**src/rtl/mem_bus_arbiter.sv**
```systemverilog
// Two-requester round-robin arbiter and sequencer for the shared memory bus.
// Optional memory-ack watchdog enabled with `define ARB_TIMEOUT_EN.
module mem_bus_arbiter #(
  parameter int AW      = 12,
  parameter int DW      = 16,
  parameter int TIMEOUT = 255
) (
  input  logic          clk,
  input  logic          rst,
  input  logic          r0_en,
  input  logic          r0_rdwr,
  input  logic [AW-1:0] r0_addr,
  input  logic [DW-1:0] r0_wdata,
  output logic          r0_ack,
  output logic [DW-1:0] r0_rdata,
  input  logic          r1_en,
  input  logic          r1_rdwr,
  input  logic [AW-1:0] r1_addr,
  input  logic [DW-1:0] r1_wdata,
  output logic          r1_ack,
  output logic [DW-1:0] r1_rdata,
  output logic          mem_en,
  output logic          mem_rdwr,
  output logic [AW-1:0] mem_addr,
  output logic [DW-1:0] mem_wdata,
  input  logic [DW-1:0] mem_rdata,
  input  logic          mem_ack,
  output logic [1:0]    gnt,
  output logic          err
);

  typedef enum logic [1:0] {
    IDLE = 2'd0,
    BUSY = 2'd1,
    DONE = 2'd2
  } state_e;

  state_e        state_q, state_d;
  logic          last_q, last_d;
  logic          mem_en_q, mem_en_d;
  logic          mem_rdwr_q, mem_rdwr_d;
  logic [AW-1:0] mem_addr_q, mem_addr_d;
  logic [DW-1:0] mem_wdata_q, mem_wdata_d;
  logic [1:0]    gnt_q, gnt_d;
  logic          r0_ack_q, r0_ack_d;
  logic          r1_ack_q, r1_ack_d;
  logic [DW-1:0] r0_rdata_q, r0_rdata_d;
  logic [DW-1:0] r1_rdata_q, r1_rdata_d;
  logic          pick1;

`ifdef ARB_TIMEOUT_EN
  localparam int CLW = $clog2(TIMEOUT + 1);
  localparam int CW  = (CLW > 8) ? CLW : 8;
  logic [CW-1:0] cnt_q, cnt_d;
  logic          err_q, err_d;
`endif

  // Requester 1 wins if alone, or on contention when 0 was served last
  assign pick1 = r1_en && (!r0_en || !last_q);

  // Next-state, grant and transaction-completion logic
  always_comb begin
    state_d     = state_q;
    last_d      = last_q;
    mem_en_d    = mem_en_q;
    mem_rdwr_d  = mem_rdwr_q;
    mem_addr_d  = mem_addr_q;
    mem_wdata_d = mem_wdata_q;
    gnt_d       = gnt_q;
    r0_ack_d    = 1'b0;
    r1_ack_d    = 1'b0;
    r0_rdata_d  = r0_rdata_q;
    r1_rdata_d  = r1_rdata_q;
`ifdef ARB_TIMEOUT_EN
    cnt_d       = cnt_q;
    err_d       = 1'b0;
`endif
    unique case (state_q)
      IDLE: begin
        if (r0_en || r1_en) begin
          mem_en_d    = 1'b1;
          mem_rdwr_d  = pick1 ? r1_rdwr  : r0_rdwr;
          mem_addr_d  = pick1 ? r1_addr  : r0_addr;
          mem_wdata_d = pick1 ? r1_wdata : r0_wdata;
          gnt_d       = pick1 ? 2'b10    : 2'b01;
          last_d      = pick1;
          state_d     = BUSY;
`ifdef ARB_TIMEOUT_EN
          cnt_d       = '0;
`endif
        end
      end
      BUSY: begin
        if (mem_ack) begin
          mem_en_d = 1'b0;
          r0_ack_d = gnt_q[0];
          r1_ack_d = gnt_q[1];
          if (mem_rdwr_q && gnt_q[0]) r0_rdata_d = mem_rdata;
          if (mem_rdwr_q && gnt_q[1]) r1_rdata_d = mem_rdata;
          state_d  = DONE;
        end
`ifdef ARB_TIMEOUT_EN
        else if (cnt_q == CW'(TIMEOUT - 1)) begin
          mem_en_d = 1'b0;
          r0_ack_d = gnt_q[0];
          r1_ack_d = gnt_q[1];
          err_d    = 1'b1;
          if (mem_rdwr_q && gnt_q[0]) r0_rdata_d = '1;
          if (mem_rdwr_q && gnt_q[1]) r1_rdata_d = '1;
          state_d  = DONE;
        end else begin
          cnt_d = cnt_q + 1'b1;
        end
`endif
      end
      DONE: begin
        gnt_d   = 2'b00;
        state_d = IDLE;
      end
      default: begin
        mem_en_d = 1'b0;
        gnt_d    = 2'b00;
        state_d  = IDLE;
      end
    endcase
  end

  // State and output registers; reset aborts any memory cycle at once
  always_ff @(posedge clk or negedge rst) begin
    if (!rst) begin
      state_q     <= IDLE;
      last_q      <= 1'b1;
      mem_en_q    <= 1'b0;
      mem_rdwr_q  <= 1'b0;
      mem_addr_q  <= '0;
      mem_wdata_q <= '0;
      gnt_q       <= 2'b00;
      r0_ack_q    <= 1'b0;
      r1_ack_q    <= 1'b0;
      r0_rdata_q  <= '0;
      r1_rdata_q  <= '0;
    end else begin
      state_q     <= state_d;
      last_q      <= last_d;
      mem_en_q    <= mem_en_d;
      mem_rdwr_q  <= mem_rdwr_d;
      mem_addr_q  <= mem_addr_d;
      mem_wdata_q <= mem_wdata_d;
      gnt_q       <= gnt_d;
      r0_ack_q    <= r0_ack_d;
      r1_ack_q    <= r1_ack_d;
      r0_rdata_q  <= r0_rdata_d;
      r1_rdata_q  <= r1_rdata_d;
    end
  end

`ifdef ARB_TIMEOUT_EN
  // Wait counter and error pulse for the memory-ack watchdog
  always_ff @(posedge clk or negedge rst) begin
    if (!rst) begin
      cnt_q <= '0;
      err_q <= 1'b0;
    end else begin
      cnt_q <= cnt_d;
      err_q <= err_d;
    end
  end

  assign err = err_q;
`else
  assign err = 1'b0;
`endif

  assign mem_en    = mem_en_q;
  assign mem_rdwr  = mem_rdwr_q;
  assign mem_addr  = mem_addr_q;
  assign mem_wdata = mem_wdata_q;
  assign gnt       = gnt_q;
  assign r0_ack    = r0_ack_q;
  assign r1_ack    = r1_ack_q;
  assign r0_rdata  = r0_rdata_q;
  assign r1_rdata  = r1_rdata_q;

endmodule

```
**config.mk**
```make
export PLATFORM = sky130hd
export DESIGN_NAME = mem_bus_arbiter
export DESIGN_NICKNAME = d
export VERILOG_FILES = /design/src/rtl/mem_bus_arbiter.sv
export SDC_FILE = /design/constraint.sdc
export NUM_CORES = 1
export LEC_CHECK = 0
export ABC_CLOCK_PERIOD_IN_PS = 3650
export CORE_MARGIN = 3
export CORE_UTILIZATION = 44
export CTS_CLUSTER_DIAMETER = 80
export DETAILED_ROUTE_END_ITERATION = 10
export PLACE_DENSITY = 0.86
export SKIP_LAST_GASP = 1
export SYNTH_ARGS = -nofsm -noshare
export SYNTH_HDL_FRONTEND = slang
export SYNTH_SLANG_ARGS = --single-unit
```
**constraint.sdc**
```tcl
create_clock -name clk -period 3.65 [get_ports clk]
set_input_delay 0.9125 -clock clk [delete_from_list [all_inputs] [get_ports clk]]
set_output_delay 0.9125 -clock clk [all_outputs]
set_load 0.02 [all_outputs]
```
; After elaboration in Yosys (flattened, before gate mapping)
; Index checks and enable logic that the tools add are counted.
; Widths: inputs -> output; s select.
[word_totals]
mem_bits_ro = 0
ramBits = 0
output_inout_bits = 67
latch_bits = 0
wordCells = 47
ff_bits = 69
mem_count = 0
[classes]
multipliers = 0
eq_ne = 4
bitwise_logic = 2
div = 0
n_reduce_logical = 14
n_lt_le_gt_ge = 0
n_addsub = 0
muxes = 16
n_shift = 0
[op_table]
columns = operator, n
row1 = $mux 16, 1
row2 = $mux 12, 1
row3 = $reduce_and 3->1, 3
row4 = $mux 2, 4
row5 = $pmux 2 s2, 2
row6 = $mux 1, 7
row7 = $reduce_and 2->1, 3
row8 = $ne 2x2->1 const B, 2
row9 = $logic_and 1x1->1, 3
row10 = $pmux 1 s3, 1
row11 = $eq 2x1->1 const B, 1
row12 = $eq 2x2->1 const B, 1
row13 = $logic_not 1->1, 2
row14 = $logic_not 2->1, 1
row15 = $logic_or 1x1->1, 2
row16 = $not 1->1, 2

; Logic depth before layout (Yosys ltp)
; Gate-level depths: netlist of run 1.
[depth]
depth_word = 6
depth_mapped = 6

; Worst setup path after synthesis of run 1
; Ideal clock, no wire load.
[synth_path]
path_type = input-to-reg
startpoint = in mem_ack
endpoint = reg r0_rdata_q[10], in the netlist r0_rdata[10]
arrival_ns = 1.774
n_path_buf = 2
setup_slack_ns = 1.751
cell_stages = 5
required_ns = 3.525
path_cell_list = and3b_1 -> buf_6 -> nand3_4 -> buf_6 -> mux2_4
[synth_via]
elab_chain_cells = 1
[synth_rtl]
columns = element, line
row1 = from (decl), 27  ; input logic mem_ack,
row2 = $reduce_and 3->1 (no source line), n/a
row3 = to (signal assigned), 152  ; r0_rdata_q <= r0_rdata_d;
row4 = to (decl), 47  ; logic [DW-1:0] r0_rdata_q, r0_rdata_d;
; No other way between the ends.
; A chain may end at the register's enable or synchronous reset.

; Final worst setup path of run 1
[layout_path]
startpoint = in r0_en
endpoint = reg mem_addr_q[8], in the netlist mem_addr[8]
[layout_via]
elab_chain_cells = 4
elab_cells_between_ends = 6
[layout_rtl]
columns = element, line
row1 = from (decl), 10  ; input logic r0_en,
row2 = $logic_not 1->1, 59  ; assign pick1 = r1_en && (!r0_en || !last_q);
row3 = $logic_or 1x1->1, 59
row4 = $logic_and 1x1->1, 59
row5 = $mux 12, 83  ; mem_addr_d = pick1 ? r1_addr : r0_addr;
row6 = to (signal assigned), 147  ; mem_addr_q <= mem_addr_d;
row7 = to (decl), 42  ; logic [AW-1:0] mem_addr_q, mem_addr_d;
; Several ways; a longest one is shown, not always the timed one.

==> flow_summary.yaml, run 1 <==
worst_setup_path:
  required_ns: 3.80
  worstPathCellList: "clkdlybuf4s50_1, or2_1, and2_1, a31oi_1"
  crit_path_start_kind: "input pin"
  crit_path_end_kind: "flip-flop"
  arrival_ns: 2.65
  crit_slowest_cell: "and2_1"
  rrSetupSlack_ns: 1.49
  cp_slowest_stage_delay_ns: 0.80
  cp_max_fo: 29
  crit_type: "input pin to flip-flop"
drt:
  final_antenna_net_count: 0
  routed-wl-met2_mm: 3.78
  vias_per_cell: 5.37
  drcViolationCount: 0
  wirelength_mm: 8.16
  vias: 2605
  top_layer: "met4"
  met1_length_mm: 3.27
  wire_per_inst_microns: 16.8
  dr.pass1.iters: 6
  dr_wl_met3_mm: 1.00
  drtIter0Drc: 52
die:
  core_area_sq_um: 6460
  die_x_microns: 88.5
  rows: 29
  die_h_microns: 88.5
  io_pins: 146
  design.die.area_sq_um: 7840
  start_util: 0.464
clocking:
  clk_pin_slew_ns: 0.07
  cts_hold_buffers: 0
  cts_root_buffer: "clkbuf_8"
  cts.sinks: 69
  insertion_delay_ns: 0.33
  cts_setup_buffers: 0
  numCtsBuffers: 9
  cts_buffer_depth: 2
  cts_tree: "built"
  post_cts_resized: 0
  htreeDepth: 3
synthesis:
  syn_area_sq_um: 3000
  yosys_warnings: 0
  ys_seq_area_frac: 0.577
  synth_area_per_cell_sq_um: 11.4
  synth_cell_types: 26
  syn_inst: 264
  synth-seq-cells: 69
  syn-num-nets: 343
power_and_ir_drop:
  ir_drop_mv: 0.447
  p_seq_frac: 0.350
  p_sw_frac: 0.382
  total_power_w: 0.00399
  p_int_w: 0.00247
  powerDensity_nw_per_um2: 862
  p_sw_w: 0.00152
  p_clk_frac: 0.131
  combPwrFrac: 0.519
  power_leakage_nw: 2.01
global_routing:
  grt_pass1_wl_mm: 13.0
  overflow: 0
  grtUsageTotal: 0.217
  grt_pass1_vias: 2616
  grt_max_degree: 34
  antenna_found_initial: 0
cells_and_area:
  num_antenna_cells: 0
  syn2layout_area_growth_pct: 54.3
  final_nets: 483
  drive_above_1_share: 0.137
sta:
  final_max_slew_viol_count: 0
  finalClockSkew_ns: 0.0111
  hold_viol_final: 0
  max_slew_margin: 0.327
  fin_crit_sh: 0.684
  fmax_ghz: 0.401
  setup_tns_ns: 0
  grt_setup_unrepaired: "false"
  worstMarginPinSlew_ns: 1.01
  setup_viol: 0
  fin_crit_ns: 2.50
min_path:
  hp-class: "input pin to asynchronous set/reset pin"
placement:
  io_buffer_count: 144
  dpl.hpwl_mm: 6.04
  globalplace.congestion: 0.791
run:
  cap_violations: 0
run_status:
  status: "finished, final reports clean"
## worst max-delay path, delay by kind of cell
family / cells / cell delay [ns]
simple gates: 2 / 0.95
buf+inv: 1 / 0.59
compound gates: 1 / 0.19
## cells in the mapped netlist, drive strengths merged
cell type / instances / area [sq um]
a21bo: 1 / 10.0
a21boi: 1 / 7.51
a21o: 1 / 7.51
a21oi: 30 / 150
a2bb2oi: 1 / 8.76
a31oi: 31 / 194
and2: 3 / 18.8
and3b: 1 / 8.76
buf: 9 / 66.3
clkbuf: 11 / 41.3
conb: 1 / 3.75
dfrtp: 68 / 1700
dfstp: 1 / 26.3
inv: 1 / 3.75
mux2: 32 / 435
nand2: 62 / 233
nand2b: 1 / 6.26
nand3: 2 / 35.0
nand3b: 1 / 7.51
nor2: 2 / 7.51
o21ai: 2 / 10.0
or2: 1 / 6.26
or2b: 1 / 7.51
## cell type report
cell class | instances | area [sq um]
inverter | 1 | 3.75
fill | 468 | 1830
tap | 77 | 96.3
sequential | 69 | 1730
clock buffer | 13 | 149
clock inverter | 2 | 10.0
timing repair buffer | 149 | 1470
multi-input combinational | 174 | 1160
## worst paths after layout
| check | startpoint | cells past startpoint | endpoint |
|---|---|---|---|
| setup / recovery | r0_en | 4 | mem_addr[8] |
| hold / removal | rst | 1 | r1_rdata[1] |
| setup reg to reg | state_q[0] | 4 | mem_addr[8] |
| hold reg to reg | mem_en | 2 | mem_en |
| max in group asynchronous | rst | 2 | mem_wdata[6] |
| min in group clk | mem_en | 2 | mem_en |
## cells in the final DEF, fill, tap and decap left out
cell type,Yosys,routed
a21bo_2,1,1
a21boi_2,0,1
a21o_1,1,1
a21oi_1,30,30
a2bb2oi_1,1,1
a31oi_1,31,31
and2_1,3,3
and3b_1,1,1
buf_2,5,1
buf_4,1,5
clkbuf_1,11,3
clkbuf_8,0,10
clkdlybuf4s50_1,0,143
clkinv_2,0,2
conb_1,1,1
dfrtp_1,68,68
dfstp_2,1,1
inv_1,1,1
mux2_2,12,12
mux2_4,20,20
nand2_1,62,62
nand2b_1,1,1
nand3_4,2,2
nand3b_1,1,1
nor2_1,2,1
nor2_2,0,1
o21ai_0,2,2
or2_1,0,1
or2b_1,1,1
## metrics by stage
stage / hold WS, ns / instances / setup slack (ns) / util / cell area [sq um]
2_1_floorplan: 0.467 / 264 / 1.75 / - / 3000
5_1_grt: 0.507 / 485 / 0.990 / 0.716 / 4620
4_1_cts: 0.492 / 485 / 1.16 / 0.716 / 4620
3_5_place_dp: 0.480 / 470 / 0.808 / 0.691 / 4470
3_3_place_gp: 0.477 / 470 / 0.919 / 0.691 / 4470
6_report: 0.491 / 485 / 1.15 / 0.716 / 4620
## routing by layer
layer | vias to the layer above | global-route usage
li1 | 1204 | -
met1 | 1244 | 0.269
met2 | 145 | 0.349
met3 | 12 | 0.0885
met4 | 0 | 0.0701
met5 | - | 0
## power by group through the flow
| stage | Combinational [W] | Sequential, W | Clock (W) |
|---|---|---|---|
| detailed placement | 0.00209 | 0.00140 | 0 |
| floorplan | 0.000677 | 0.00181 | 0 |
| finish | 0.00207 | 0.00139 | 0.000524 |
| global route | 0.00223 | 0.00144 | 0.000566 |
| global placement | 0.00204 | 0.00138 | 0 |
| CTS | 0.00209 | 0.00139 | 0.000531 |
## flip-flops by register name, indices dropped and copies added (netlist names)
name,cells
r0_rdata,16
mem_rdwr,1
state_q,2
mem_addr,12
r0_ack,1
mem_en,1
last_q,1
r1_ack,1
mem_wdata,16
gnt,2
r1_rdata,16
## kinds of logic after synthesis
| family | after synthesis | synth area share |
|---|---|---|
| muxes | 32 | 0.145 |
| other | 1 | 0.00125 |
| and+or+nand+nor | 74 | 0.110 |
| DFF | 69 | 0.577 |
| AOI/OAI and AO/OA | 67 | 0.129 |
| buffers and inverters | 21 | 0.0372 |
(Power assumes the default switching activity.)
==> run 2, diff against run 1 <==
--- a/config.mk
+++ b/config.mk
@@ -5,12 +5,12 @@
 export SDC_FILE = /design/constraint.sdc
 export NUM_CORES = 1
 export LEC_CHECK = 0
-export ABC_CLOCK_PERIOD_IN_PS = 3650
+export ABC_CLOCK_PERIOD_IN_PS = 2500
 export CORE_MARGIN = 3
-export CORE_UTILIZATION = 44
+export CORE_UTILIZATION = 41
 export CTS_CLUSTER_DIAMETER = 80
 export DETAILED_ROUTE_END_ITERATION = 10
-export PLACE_DENSITY = 0.86
+export PLACE_DENSITY = 0.81
 export SKIP_LAST_GASP = 1
 export SYNTH_ARGS = -nofsm -noshare
 export SYNTH_HDL_FRONTEND = slang
==> constraint.sdc (replaced) <==
create_clock -name clk -period 2.5 [get_ports clk]
set_input_delay 0.625 -clock clk [delete_from_list [all_inputs] [get_ports clk]]
set_output_delay 0.625 -clock clk [all_outputs]
set_load 0.02 [all_outputs]
==> flow_summary.yaml, run 2 (synthesized netlist as in run 1, its figures left out) <==
die:
  core_area_sq_um: 6940
  die_x_microns: 91.5
  die_h_microns: 91.5
  design.die.area_sq_um: 8370
  io_pins: 146
  start_util: 0.432
  rows: 30
worst_setup_path:
  crit_slowest_cell: "clkdlybuf4s50_1"
  required_ns: 1.88
  crit_type: "flip-flop to output pin"
  path_delay_family: "buffers and inverters"
  crit_path_start_kind: "flip-flop"
  worstPathCellList: "clkdlybuf4s50_1"
  cp_max_fo: 4
  cp_slowest_stage_delay_ns: 0.68
  arrival_ns: 1.50
  critical_path_buf_inv_count: 1
  crit_path_end_kind: "output pin"
clocking:
  cts_setup_buffers: 0
  numCtsBuffers: 9
  cts_root_buffer: "clkbuf_8"
  clk_pin_slew_ns: 0.08
  post_cts_resized: 0
  htreeDepth: 3
  cts_hold_buffers: 0
  cts_tree: "built"
  cts.sinks: 69
  cts_buffer_depth: 2
  insertion_delay_ns: 0.34
sta:
  grt_setup_unrepaired: "false"
  finalClockSkew_ns: 0.0100
  setup_viol: 0
  setup_slack_ns: 0.376
  hold_viol_final: 0
  fmax_ghz: 0.471
  setup_tns_ns: 0
  fin_crit_ns: 2.12
  final_max_slew_viol_count: 0
  fin_crit_sh: 0.850
  max_slew_margin: 0.345
  worstMarginPinSlew_ns: 0.983
  hold_ws_ns: 0.337
cells_and_area:
  num_antenna_cells: 0
  finalInstanceArea_sq_um: 4720
  mostFrequentLayoutCells: "143 x clkdlybuf4s50_1, 68 x dfrtp_1, 62 x nand2_1"
  syn2layout_area_growth_pct: 57.5
  final_common_cell: "clkdlybuf4s50_1"
  drive_above_1_share: 0.153
  final_nets: 487
min_path:
  hp-class: "input pin to asynchronous set/reset pin"
drt:
  drtIter0Drc: 102
  vias: 2580
  vias_per_cell: 5.07
  wirelength_mm: 8.18
  dr.pass1.iters: 4
  final_antenna_net_count: 0
  wire_per_inst_microns: 16.1
  drcViolationCount: 0
power_and_ir_drop:
  power_leakage_nw: 2.04
  ir_drop_mv: 0.577
  powerDensity_nw_per_um2: 1250
global_routing:
  grtUsageTotal: 0.203
  grt_max_degree: 33
  antenna_found_initial: 0
  grt_pass1_vias: 2659
  grt_pass1_wl_mm: 13.3
  overflow: 0
run:
  cap_violations: 0
run_status:
  status: "finished, final reports clean"
placement:
  dpl.hpwl_mm: 6.10
  globalplace.congestion: 0.811
  io_buffer_count: 144
  placed_area_sq_um: 4540
  post-place-ws_ns: 0.0594
## run 2: cell types whose count changed in the layout (fill, tap and decap cells not counted)
cell / change
buf_12: +2
buf_4: +2
clkbuf_1: -2
clkbuf_8: -1
clkinv_2: -2
clkinv_4: +2
clkinvlp_4: +3
inv_6: +1
## run 2: cell type report
class                      count  area, sq um
multi-input combinational    174         1160
timing repair buffer         153         1530
tap                           96          120
clock inverter                 6         48.8
sequential                    69         1730
fill                         531         2220
clock buffer                  10          128
inverter                       1         3.75
## run 2: worst paths after layout
| path | startpoint | endpoint | slack [ns] | cells after the start |
|---|---|---|---|---|
| max in group asynchronous | rst | last_q | 1.48 | 2 |
| setup reg to reg | state_q[0] | mem_wdata[1] | 0.66 | 3 |
| setup / recovery | mem_rdwr | mem_rdwr | 0.38 | 1 |
| min in group clk | mem_en | mem_en | 0.48 | 2 |
| hold / removal | rst | r0_rdata[11] | 0.34 | 1 |
| hold reg to reg | mem_en | mem_en | 0.48 | 2 |
## run 2: per-stage QoR
step	util	cells	total power, W
2_1_floorplan	-	264	0.00363
3_3_place_gp	0.654	493	0.00503
3_5_place_dp	0.654	493	0.00511
4_1_cts	0.680	509	0.00594
5_1_grt	0.680	509	0.00623
6_report	0.680	509	0.00588
## run 2: routing by layer
layer / part of all wire / routed length [microns] / vias up / global-route usage
li1: - / - / 1215 / -
met1: 0.43 / 3480 / 1210 / 0.256
met2: 0.44 / 3600 / 138 / 0.304
met3: 0.11 / 917 / 17 / 0.0853
met4: 0.022 / 184 / 0 / 0.0917
met5: 0 / 0 / - / 0
## run 2: power breakdown
group          internal [W]  switching, W  leakage [nW]
Combinational       0.00157       0.00148          1.15
Sequential          0.00167      0.000361         0.811
Clock              0.000367      0.000441        0.0791
Total               0.00360       0.00228          2.04
==> run 3, diff against run 2 <==
--- a/config.mk
+++ b/config.mk
@@ -5,12 +5,12 @@
 export SDC_FILE = /design/constraint.sdc
 export NUM_CORES = 1
 export LEC_CHECK = 0
-export ABC_CLOCK_PERIOD_IN_PS = 2500
+export ABC_CLOCK_PERIOD_IN_PS = 1800
 export CORE_MARGIN = 3
-export CORE_UTILIZATION = 41
+export CORE_UTILIZATION = 37
 export CTS_CLUSTER_DIAMETER = 80
 export DETAILED_ROUTE_END_ITERATION = 10
-export PLACE_DENSITY = 0.81
+export PLACE_DENSITY = 0.77
 export SKIP_LAST_GASP = 1
 export SYNTH_ARGS = -nofsm -noshare
 export SYNTH_HDL_FRONTEND = slang
==> constraint.sdc (replaced) <==
create_clock -name clk -period 1.8 [get_ports clk]
set_input_delay 0.45 -clock clk [delete_from_list [all_inputs] [get_ports clk]]
set_output_delay 0.45 -clock clk [all_outputs]
set_load 0.02 [all_outputs]
==> flow_summary.yaml, run 3 (synthesized netlist as in run 1, its figures left out) <==
worst_setup_path:
  cp.depth: 1
  r2r-end: "r0_rdata[7]"
  crit_path_end_kind: "output pin"
  cp_slowest_stage_delay_ns: 0.62
  crit_type: "flip-flop to output pin"
  critical_path_buf_inv_count: 1
  arrival_ns: 1.31
  cp_max_fo: 2
  crit_slowest_cell: "clkdlybuf4s50_1"
  path_delay_family: "buffers and inverters"
  worstPathCellList: "clkdlybuf4s50_1"
  required_ns: 1.35
  crit_path_start_kind: "flip-flop"
  rrSetupSlack_ns: 0.26
  r2r_cells: 4
  reg2reg_from: "state_q[1]"
drt:
  vias: 2596
  drcViolationCount: 0
  drtIter0Drc: 70
  dr.pass1.iters: 4
  final_antenna_net_count: 0
  wire_per_inst_microns: 15.9
  vias_per_cell: 4.96
  wirelength_mm: 8.33
placement:
  globalplace.congestion: 0.759
  io_buffer_count: 144
  placedCellCount: 508
  dpl.hpwl_mm: 6.21
run:
  cap_violations: 0
global_routing:
  antenna_found_initial: 0
  grt_max_degree: 46
  grt_pass1_wl_mm: 12.8
  grt_pass1_vias: 2603
  grtUsageTotal: 0.182
  overflow: 0
die:
  start_util: 0.384
  io_pins: 146
  core_area_sq_um: 7810
  design.die.area_sq_um: 9220
  die_x_microns: 96.0
  rows: 32
  die_h_microns: 96.0
clocking:
  cts_buffer_depth: 2
  numCtsBuffers: 9
  cts.sinks: 69
  insertion_delay_ns: 0.33
  cts_tree: "built"
  cts_root_buffer: "clkbuf_8"
  clk_pin_slew_ns: 0.07
  htreeDepth: 3
cells_and_area:
  syn2layout_area_growth_pct: 64.6
  finalNonFillerCells: 523
  fill_cells: 631
  finish.utilization: 0.632
  num_antenna_cells: 0
  mostFrequentLayoutCells: "117 x clkdlybuf4s50_1, 68 x dfrtp_1, 62 x nand2_1"
  final_common_cell: "clkdlybuf4s50_1"
  drive_above_1_share: 0.171
  final_nets: 496
sta:
  final_max_slew_viol_count: 0
  finalClockSkew_ns: 0.00774
  setup_viol: 0
  max_slew_margin: 0.590
  grt_setup_unrepaired: "false"
  hold_viol_final: 0
  fin_crit_ns: 1.76
  fmax_ghz: 0.567
  worstMarginPinSlew_ns: 0.615
  fin_crit_sh: 0.980
run_status:
  status: "finished, final reports clean"
power_and_ir_drop:
  powerDensity_nw_per_um2: 1760
  power_leakage_nw: 2.35
  ir_drop_mv: 0.701
min_path:
  hp-class: "input pin to asynchronous set/reset pin"
==> run 3: changes by cell type in the layout (fill, tap and decap cells not counted) <==
cell / delta
buf_4: +9
clkinv_4: -1
clkdlybuf4s50_1: -26
dlygate4sd2_1: +3
bufinv_16: +4
dlymetal6s2s_1: +23
clkbuf_1: -1
inv_6: -1
clkinvlp_4: -2
==> run 3: worst max-delay path by stage <==
stage               slack, ns           from       endpoint
floorplan                0.35     state_q[1]   r0_rdata[10]
global placement        -0.12        mem_ack    r1_rdata[7]
detailed placement      -0.18          r1_en   mem_wdata[9]
CTS                     0.008    r0_rdata[2]    r0_rdata[2]
global route           0.0003   mem_wdata[2]   mem_wdata[2]
finish                   0.04  mem_wdata[10]  mem_wdata[10]
==> run 3: cell type report <==
cell class	count	area, sq um	share of cell area
inverter	1	3.75	0.000761
tap	102	128	0.0259
multi-input combinational	174	1160	0.236
timing repair buffer	162	1650	0.335
sequential	69	1730	0.350
clock inverter	6	136	0.0276
clock buffer	9	124	0.0251
==> run 3: routing by layer <==
metal / up-vias / track usage / wire length [microns]
met1: 1237 / 0.229 / 3510
met5: - / 0 / 0
met3: 9 / 0.0516 / 779
met4: 0 / 0.0687 / 95
met2: 125 / 0.296 / 3940
li1: 1225 / - / -
==> run 3: timing repair <==
item,CTS,global route
hold endpoints to repair,0,0
hold buffers,0,0
endpoints found under the setup margin,3,23
gates resized for setup,3,23
buffers inserted,0,0
==> run 3: through the flow <==
| stage | TNS, ns | cell area, sq um | hold WS (ns) | setup slack [ns] | total power [W] |
|---|---|---|---|---|---|
| after floorplan | 0 | 3000 | 0.154 | 0.354 | 0.00504 |
| after global placement | -5.55 | 4620 | 0.463 | -0.118 | 0.00707 |
| after detailed placement | -7.98 | 4620 | 0.460 | -0.184 | 0.00720 |
| after CTS | 0 | 4880 | 0.0868 | 0.00759 | 0.00885 |
| after global routing | 0 | 4930 | 0.112 | 0.000288 | 0.00920 |
| final | 0 | 4930 | 0.0980 | 0.0360 | 0.00870 |
==> run 3: power by group <==
| group | total [W] | switching [W] | internal [W] |
|---|---|---|---|
| sequential | 0.00280 | 0.000475 | 0.00232 |
| clock | 0.00164 | 0.000581 | 0.00106 |
| combinational | 0.00427 | 0.00209 | 0.00219 |
| total | 0.00870 | 0.00314 | 0.00556 |
